==> src/rtl/alu_exec.sv <==
// alu_exec: execute-stage ALU with single-cycle logic/arith ops and iterative MULU/DIVU behind a start/busy/done handshake
module alu_exec #(
    parameter int WIDTH = 32
) (
    input  logic             clk,
    input  logic             reset,
    input  logic             start,
    input  logic [3:0]       alu_op,
    input  logic [WIDTH-1:0] src_a,
    input  logic [WIDTH-1:0] src_b,
    output logic             busy,
    output logic             done,
    output logic [WIDTH-1:0] result,
    output logic [WIDTH-1:0] hi,
    output logic             zero,
    output logic             ovf
);
    localparam int CW = $clog2(WIDTH);
    localparam logic [3:0] OP_AND = 4'b0000, OP_OR = 4'b0001, OP_ADD = 4'b0010,
                           OP_SUB = 4'b0110, OP_SLT = 4'b0111, OP_MULU = 4'b1000,
                           OP_DIVU = 4'b1001;
    typedef enum logic [1:0] {IDLE, ITER, DONE} state_t;
    state_t             state, state_nx;
    logic [3:0]         op;
    logic [WIDTH-1:0]   opnd, add_r, sub_r, sc_res;
    logic [2*WIDTH-1:0] acc, acc_nx;
    logic [WIDTH:0]     mul_sum, div_rem, div_diff;
    logic [CW-1:0]      cnt;
    logic               multi, last, sc_ovf;
    assign busy  = state != IDLE;
    assign done  = state == DONE;
    assign multi = alu_op == OP_MULU || alu_op == OP_DIVU;
    assign last  = cnt == CW'(WIDTH - 1);
    always_comb begin
        state_nx = state == IDLE ? (start ? (multi ? ITER : DONE) : IDLE)
                 : state == ITER ? (last ? DONE : ITER) : IDLE;
        add_r = src_a + src_b;
        sub_r = src_a - src_b;
        sc_res = '0;
        case (alu_op)
            OP_AND:  sc_res = src_a & src_b;
            OP_OR:   sc_res = src_a | src_b;
            OP_ADD:  sc_res = add_r;
            OP_SUB:  sc_res = sub_r;
            OP_SLT:  sc_res = {{(WIDTH-1){1'b0}}, $signed(src_a) < $signed(src_b)};
            default: sc_res = '0;
        endcase
        sc_ovf = alu_op == OP_ADD ? (src_a[WIDTH-1] == src_b[WIDTH-1]) && (add_r[WIDTH-1] != src_a[WIDTH-1])
               : alu_op == OP_SUB ? (src_a[WIDTH-1] != src_b[WIDTH-1]) && (sub_r[WIDTH-1] != src_a[WIDTH-1])
               : 1'b0;
        // acc holds {partial product, multiplier} for MULU and {remainder, dividend/quotient} for DIVU
        mul_sum  = {1'b0, acc[2*WIDTH-1:WIDTH]} + (acc[0] ? {1'b0, opnd} : '0);
        div_rem  = {acc[2*WIDTH-1:WIDTH], acc[WIDTH-1]};
        div_diff = div_rem - {1'b0, opnd};
        acc_nx = op == OP_MULU ? {mul_sum, acc[WIDTH-1:1]}
               : {div_diff[WIDTH] ? div_rem[WIDTH-1:0] : div_diff[WIDTH-1:0], acc[WIDTH-2:0], ~div_diff[WIDTH]};
    end
    always_ff @(posedge clk or posedge reset) begin
        if (reset) begin
            state  <= IDLE;
            op     <= '0;
            opnd   <= '0;
            acc    <= '0;
            cnt    <= '0;
            result <= '0;
            hi     <= '0;
            zero   <= 1'b0;
            ovf    <= 1'b0;
        end else begin
            state <= state_nx;
            if (state == IDLE && start) begin
                op   <= alu_op;
                opnd <= alu_op == OP_MULU ? src_a : src_b;
                acc  <= {{WIDTH{1'b0}}, alu_op == OP_MULU ? src_b : src_a};
                cnt  <= '0;
                if (!multi) begin
                    result <= sc_res;
                    hi     <= '0;
                    zero   <= sc_res == '0;
                    ovf    <= sc_ovf;
                end
            end else if (state == ITER) begin
                acc <= acc_nx;
                cnt <= cnt + 1'b1;
                if (last) begin
                    result <= acc_nx[WIDTH-1:0];
                    hi     <= acc_nx[2*WIDTH-1:WIDTH];
                    zero   <= acc_nx[WIDTH-1:0] == '0;
                    ovf    <= 1'b0;
                end
            end
        end
    end
endmodule

==> config.mk <==
export PLATFORM = sky130hd
export DESIGN_NAME = alu_exec
export DESIGN_NICKNAME = d
export VERILOG_FILES = /design/src/rtl/alu_exec.sv
export SDC_FILE = /design/constraint.sdc
export NUM_CORES = 1
export LEC_CHECK = 0
export ABC_AREA = 1
export CORE_ASPECT_RATIO = 2
export CORE_UTILIZATION = 55
export CTS_CLUSTER_SIZE = 28
export DETAILED_ROUTE_END_ITERATION = 10
export GPL_TIMING_DRIVEN = 0
export PLACE_DENSITY = 0.77
export RECOVER_POWER = 50
export SLEW_MARGIN = 20
export SYNTH_ARGS = -nofsm -noshare
export SYNTH_HDL_FRONTEND = slang
export SYNTH_SLANG_ARGS = --single-unit
==> constraint.sdc <==
create_clock -name clk -period 7.8 [get_ports clk]
set_input_delay 1.56 -clock clk [delete_from_list [all_inputs] [get_ports clk]]
set_output_delay 1.56 -clock clk [all_outputs]
set_load 0.03 [all_outputs]
==> results of run 1 <==
==> logic make-up after synthesis <==
logic type / Yosys count
buf+inv: 668
fa+ha+maj: 169
compound gates: 584
flops: 173
xor+xnor: 30
simple gates: 1613
==> routing by layer <==
layer	overflow	GRT usage
met1	0	0.519
met2	1	0.875
met3	0	0.201
met4	0	0.650
met5	0	0
==> metrics by stage <==
stage	cell area (um^2)	instances	TNS, ns	util
after floorplan	19400	3237	0	-
after global placement	21300	3820	-97.44	0.613
after detailed placement	21400	3821	0	0.614
after CTS	21900	3853	0	0.630
==> impl_summary.md, run 1 <==
Logic synthesis
The area of the mapped netlist is 19400 um^2. The area fraction in compound gates after synthesis came to 0.168. By area the synthesized netlist is led by dfrtp_1 22%, nand2_1 19%, ha_1 11%. A synthesized cell averages between 5 and 6 um^2.

Counting flops and latches in the post-synthesis netlist gives about 170. The share of Yosys cell area claimed by the top area cell type is 0.223. dfrtp_1 takes more of the synthesized area than any other cell. The share of the Yosys chip area taken by registers is 0.223. Of the total synthesized cell area, the portion taken by full adders, half adders and majority gates is 0.111. The combinational family with the most area after synthesis is simple AND/OR/NAND/NOR gates. The post-synth net total is ~3500. The most repeated cell in the gate-level netlist after synthesis is nand2_1. Of all flip-flops after synthesis, the portion carrying an async set or reset was 1.00.

The synthesized design contains 0 enable-type register cells. The commonest register cell after synthesis is dfrtp_1. The count of cell types in the netlist is 53. The simple logic cell fraction of the synthesized area is 0.350. The parity-gate share of the synthesized area counting xor and xnor cells is 0.0135. After synthesis, the most frequently instantiated cells are 971 x nand2_1, 545 x inv_1, 262 x nor2_1, 259 x o21ai_0, 225 x nand3_1. Synthesis produced 3237 cells. The portion of synthesized area spent on multiplexers is 0. During synthesis, Yosys emitted a total of 0 warnings.

Clock network
The number of buffers inserted by post-CTS setup repair is 0. The root cell of the clock tree is clkbuf_16. The H-tree was split into 4 levels.

For this design, the CTS-stage hold fixing added 0 buffers. The buffer depth of the longest clock path is 2. The tree built by TritonCTS fans out to 173 sinks. TritonCTS created 17 clock buffers. The count of cells resized by post-cts repair is 0.

Floorplan
139 I/O pins were placed. The height of the die is approximately 270 um. The count of standard-cell rows is 97. The die is 135 um wide. For this configuration, the core starts out at a cell density of 0.557.

Placement
The HPWL after detailed placement is roughly 75 mm. Prior to clock tree synthesis, the placed netlist has a worst setup slack of 2.63 ns. The congestion estimate from routability-driven global placement came to roughly 1.3. The total of buffers placed on input and output ports is 138.

Global routing
The total global routing track utilization is 0.557. The first global-routing pass estimated roughly 150 mm of wire. The residual overflow from global routing is 1. The via count of the first global-routing pass is between 20000 and 25000. The pin count of the biggest net entering global routing is roughly 100.

Run status
The run stopped with a tool error. The tool reported: "[ERROR GRT-0116] Global routing finished with congestion. Check the congestion regions in the DRC Viewer". The stage at which the run stopped is global routing.
==> inputs of run 2 (changes only) <==
--- a/config.mk
+++ b/config.mk
@@ -6,12 +6,10 @@
 export NUM_CORES = 1
 export LEC_CHECK = 0
 export ABC_AREA = 1
-export CORE_ASPECT_RATIO = 2
-export CORE_UTILIZATION = 55
-export CTS_CLUSTER_SIZE = 28
+export CORE_UTILIZATION = 40
 export DETAILED_ROUTE_END_ITERATION = 10
 export GPL_TIMING_DRIVEN = 0
-export PLACE_DENSITY = 0.77
+export PLACE_DENSITY_LB_ADDON = 0.15
 export RECOVER_POWER = 50
 export SLEW_MARGIN = 20
 export SYNTH_ARGS = -nofsm -noshare
==> run 2 against run 1 <==
Compared with the run above:
- the flow now finishes, with violations (max-capacitance violations, max-slew violations)
- synthesized cell count stayed put
- synthesized area did not move
==> impl_summary.md, run 2 <==
Floorplan
The number of top-level pins is 139 (unchanged). The area inside the core boundary is 47700 um^2. The overall die width is 222 um (+65%). The initial core utilization is 0.406 (-0.151). The die covers 49400 um^2. The height of the die came to 222 um (-17%). The count of standard-cell rows was 80 (-18%).

Logic synthesis
The post-synth net total is 3477 (unchanged). By count the netlist is led by 971 x nand2_1, 545 x inv_1, 262 x nor2_1, 259 x o21ai_0, 225 x nand3_1. The number of warnings printed during yosys synthesis is 0 (unchanged).

The commonest register cell after synthesis is dfrtp_1. The mean cell area of the mapped netlist is 5.99 um^2 (unchanged). The flip-flop and latch count after synthesis is 173 (unchanged). The fraction of registers with async set or reset after synthesis is 1.00 (unchanged).

Ranked by total cell area, the synthesized netlist is headed by dfrtp_1 22%, nand2_1 19%, ha_1 11%. The number of enable-type register cells in the synthesized netlist is 0 (unchanged). The most repeated cell in the gate-level netlist after synthesis is nand2_1.

The count of cell types in the netlist is 53 (unchanged). The number of instances in the synthesized netlist was 3237 (unchanged). The biggest area contributor in the post-synthesis netlist is dfrtp_1. The area of the mapped netlist came to 19400 um^2 (unchanged).

The share of Yosys cell area claimed by the top area cell type is 0.223 (unchanged). The share of synthesized area occupied by flip-flops and latches is 0.223 (unchanged).

Detailed routing
The first detailed-routing pass ran for 6 iterations. Dividing the detail-routed wire length by the instance count gives 22.2 um. The remaining number of nets flagged by the antenna check after routing is 0. Wires add up to 89.1 mm. After the first detailed-routing iteration, the DRC count stood at 1648. The routed via count is roughly 22000. After detailed routing, the number of vias per cell comes to 5.46. The total DRC errors in the routed layout is 0.

Critical path
The maximum fanout along the worst path is 10. For the worst setup path, the data arrival time is 5.27 ns. The worst setup path startpoint is alu_op[1]. The worst setup slack for register-to-register paths is approximately 3.8 ns. The type of origin of the critical path is an input port. The required time of the critical path is 8.06 ns.

The class of the most critical setup path is in2reg. In this run the critical register-to-register path is captured at hi[26]. The startpoint of the most critical register-to-register path is acc[0]. The worst reg2reg path depth is 16.

STA classifies the critical path endpoint as a flip-flop.

Timing
The minimum period implied by the final worst setup slack is 5.01 ns. Across the routed clock network, the largest skew measured is 0.0144 ns. The tightest hold path in the finished design has a slack of roughly 0.48 ns. Setup violations remaining at the end of the flow were counted as 0. For the pin with the worst max-slew slack, the measured transition is 3.81 ns. Adding up every negative setup slack in the final design gives 0 ns. The maximum operating frequency is 0.200 GHz.

Of the available clock period, the critical path in the final layout requires 0.642. In this run the tightest slew margin relative to its limit is -1.55. The final max-slew violation count was 78.

The hold violation count in the final report was 0. Setup repair after global routing left no endpoint under its margin.

Worst hold path
The startpoint of the most critical hold path is hi[6]. The path class of the lowest-slack min-delay path is reg2reg. The endpoint of the worst hold path is hi[6]. The number of stages on the worst hold path is 2.

Power and ir drop
The leakage power total is between 10 and 15 nW. The total power per unit cell area is 302 nW/um^2. Across the VDD grid, the largest voltage drop is 0.211 mV.

Clock network
TritonCTS built the clock tree. The clock sink count is 173 (unchanged). The insertion delay of the later-clocked pin in the worst-skew pair is 0.47 ns. The cts-stage hold buffer count came to 0 (unchanged). The number of levels the H-tree was split into was 4 (unchanged).

The buffer depth of the longest clock path was 2 (unchanged). The clock buffer count from CTS was 17 (unchanged). The count of cells resized by post-cts repair is 0 (unchanged). The root cell of the clock tree is clkbuf_16. Clock-pin slew was measured on the worst setup and hold paths at 0.08 ns. The number of buffers inserted by post-CTS setup repair is 0 (unchanged).

Global routing
The first global-routing pass estimated 132 mm of wire. The pin count of the biggest net entering global routing is 97. The via count of the first global-routing pass is 21400.

The number of antenna violations at the first check in global routing came to 2. After global routing the overflow that remains totals 0. In the global route stage, overall resource usage came out at 0.360.

Placement
The HPWL after detailed placement is 75.3 mm (about the same). The total of buffers placed on input and output ports was 138 (unchanged). The last weighted congestion value of the routability-driven placer was 1.05 (-17%).

Layout
The library cell used most frequently in the layout, excluding fill and tap cells, is nand2_1. The register area is 4330 um^2. The largest register by flop count is acc. In the final layout, the share of cells above drive strength 1 is 0.0475. The fill cell total of the finished layout is 5191. The signed area change from the synthesized netlist to the final layout is 14.2%. The combined area of the multi-input logic cells is 12500 um^2. The number of flip-flops in the largest register is 64. At the end of the flow, the number of nets in the layout was around 3600. The top cell types in the final layout, fill and taps aside, are 971 x nand2_1, 544 x inv_1, 261 x nor2_1, 259 x o21ai_0, 225 x nand3_1.

Run
The number of max-cap violations is 1.

Run status
The checks that failed: max-capacitance violations, max-slew violations. The flow ran to the end, but the final reports show violations.
==> run 2: cell counts after synthesis <==
No cell type changed its count.
==> run 2: metrics by stage <==
step	util	instances	total power [mW]	area [um^2]	setup WS, ns
final	0.464	4024	6.69	22200	2.79
after CTS	0.464	4023	6.64	22200	2.87
after global routing	0.464	4023	7.15	22100	2.74
after floorplan	-	3237	4.30	19400	1.55
after detailed placement	0.452	3991	5.75	21600	2.41
after global placement	0.451	3990	5.73	21500	-1.10
==> run 2: where the power goes <==
group | total, mW | switching, mW | leakage (nW) | internal (mW)
clock | 0.867 | 0.442 | 0.277 | 0.425
sequential | 1.51 | 0.297 | 2.21 | 1.21
combinational | 4.31 | 2.90 | 9.65 | 1.41
==> run 2: how the worst max path moves through the flow <==
stage | end | slack, ns | depth (start not counted)
6_report | acc[31] | 2.79 | 9
5_1_grt | hi[5] | 2.74 | 2
4_1_cts | acc[31] | 2.87 | 9
3_5_place_dp | acc[31] | 2.41 | 9
3_3_place_gp | cnt[3] | -1.10 | 2
2_1_floorplan | acc[0] | 1.55 | 1
==> run 2: worst max-delay path, stage by stage <==
cell	delay (ns)
clkdlybuf4s50_1	0.46
nor2_1	0.98
nand2_1	0.42
clkbuf_1	0.30
clkbuf_1	0.39
o21ai_0	0.68
nand2_1	0.17
nand2_1	0.10
o21ai_0	0.19
==> run 2: cell families (layout without fill, tap and decap cells) <==
family	count (synthesis)	after routing	synth area share
flip-flops	173	173	0.223
other	0	1	0
buffers and inverters	668	839	0.135
AND/OR/NAND/NOR	1613	1613	0.350
XOR/XNOR	30	30	0.0135
adder cells (fa/ha/maj)	169	169	0.111
AO/OA/AOI/OAI	584	584	0.168
==> run 2: layout make-up <==
type	instances	share of cell area
multi-input combinational	2396	0.562
sequential	173	0.195
inverter	549	0.0931
timing repair buffer	139	0.0636
tap	615	0.0347
buffer	119	0.0250
clock buffer	17	0.0192
clock inverter	15	0.00644
antenna	1	0.000113
==> run 2: per-layer routing <==
metal,wire length (um),track usage
met5,0,0
met4,4750,0.191
met3,4980,0.0366
met2,41000,0.600
met1,38400,0.458
Note: power is estimated with default switching activity, not from simulation.
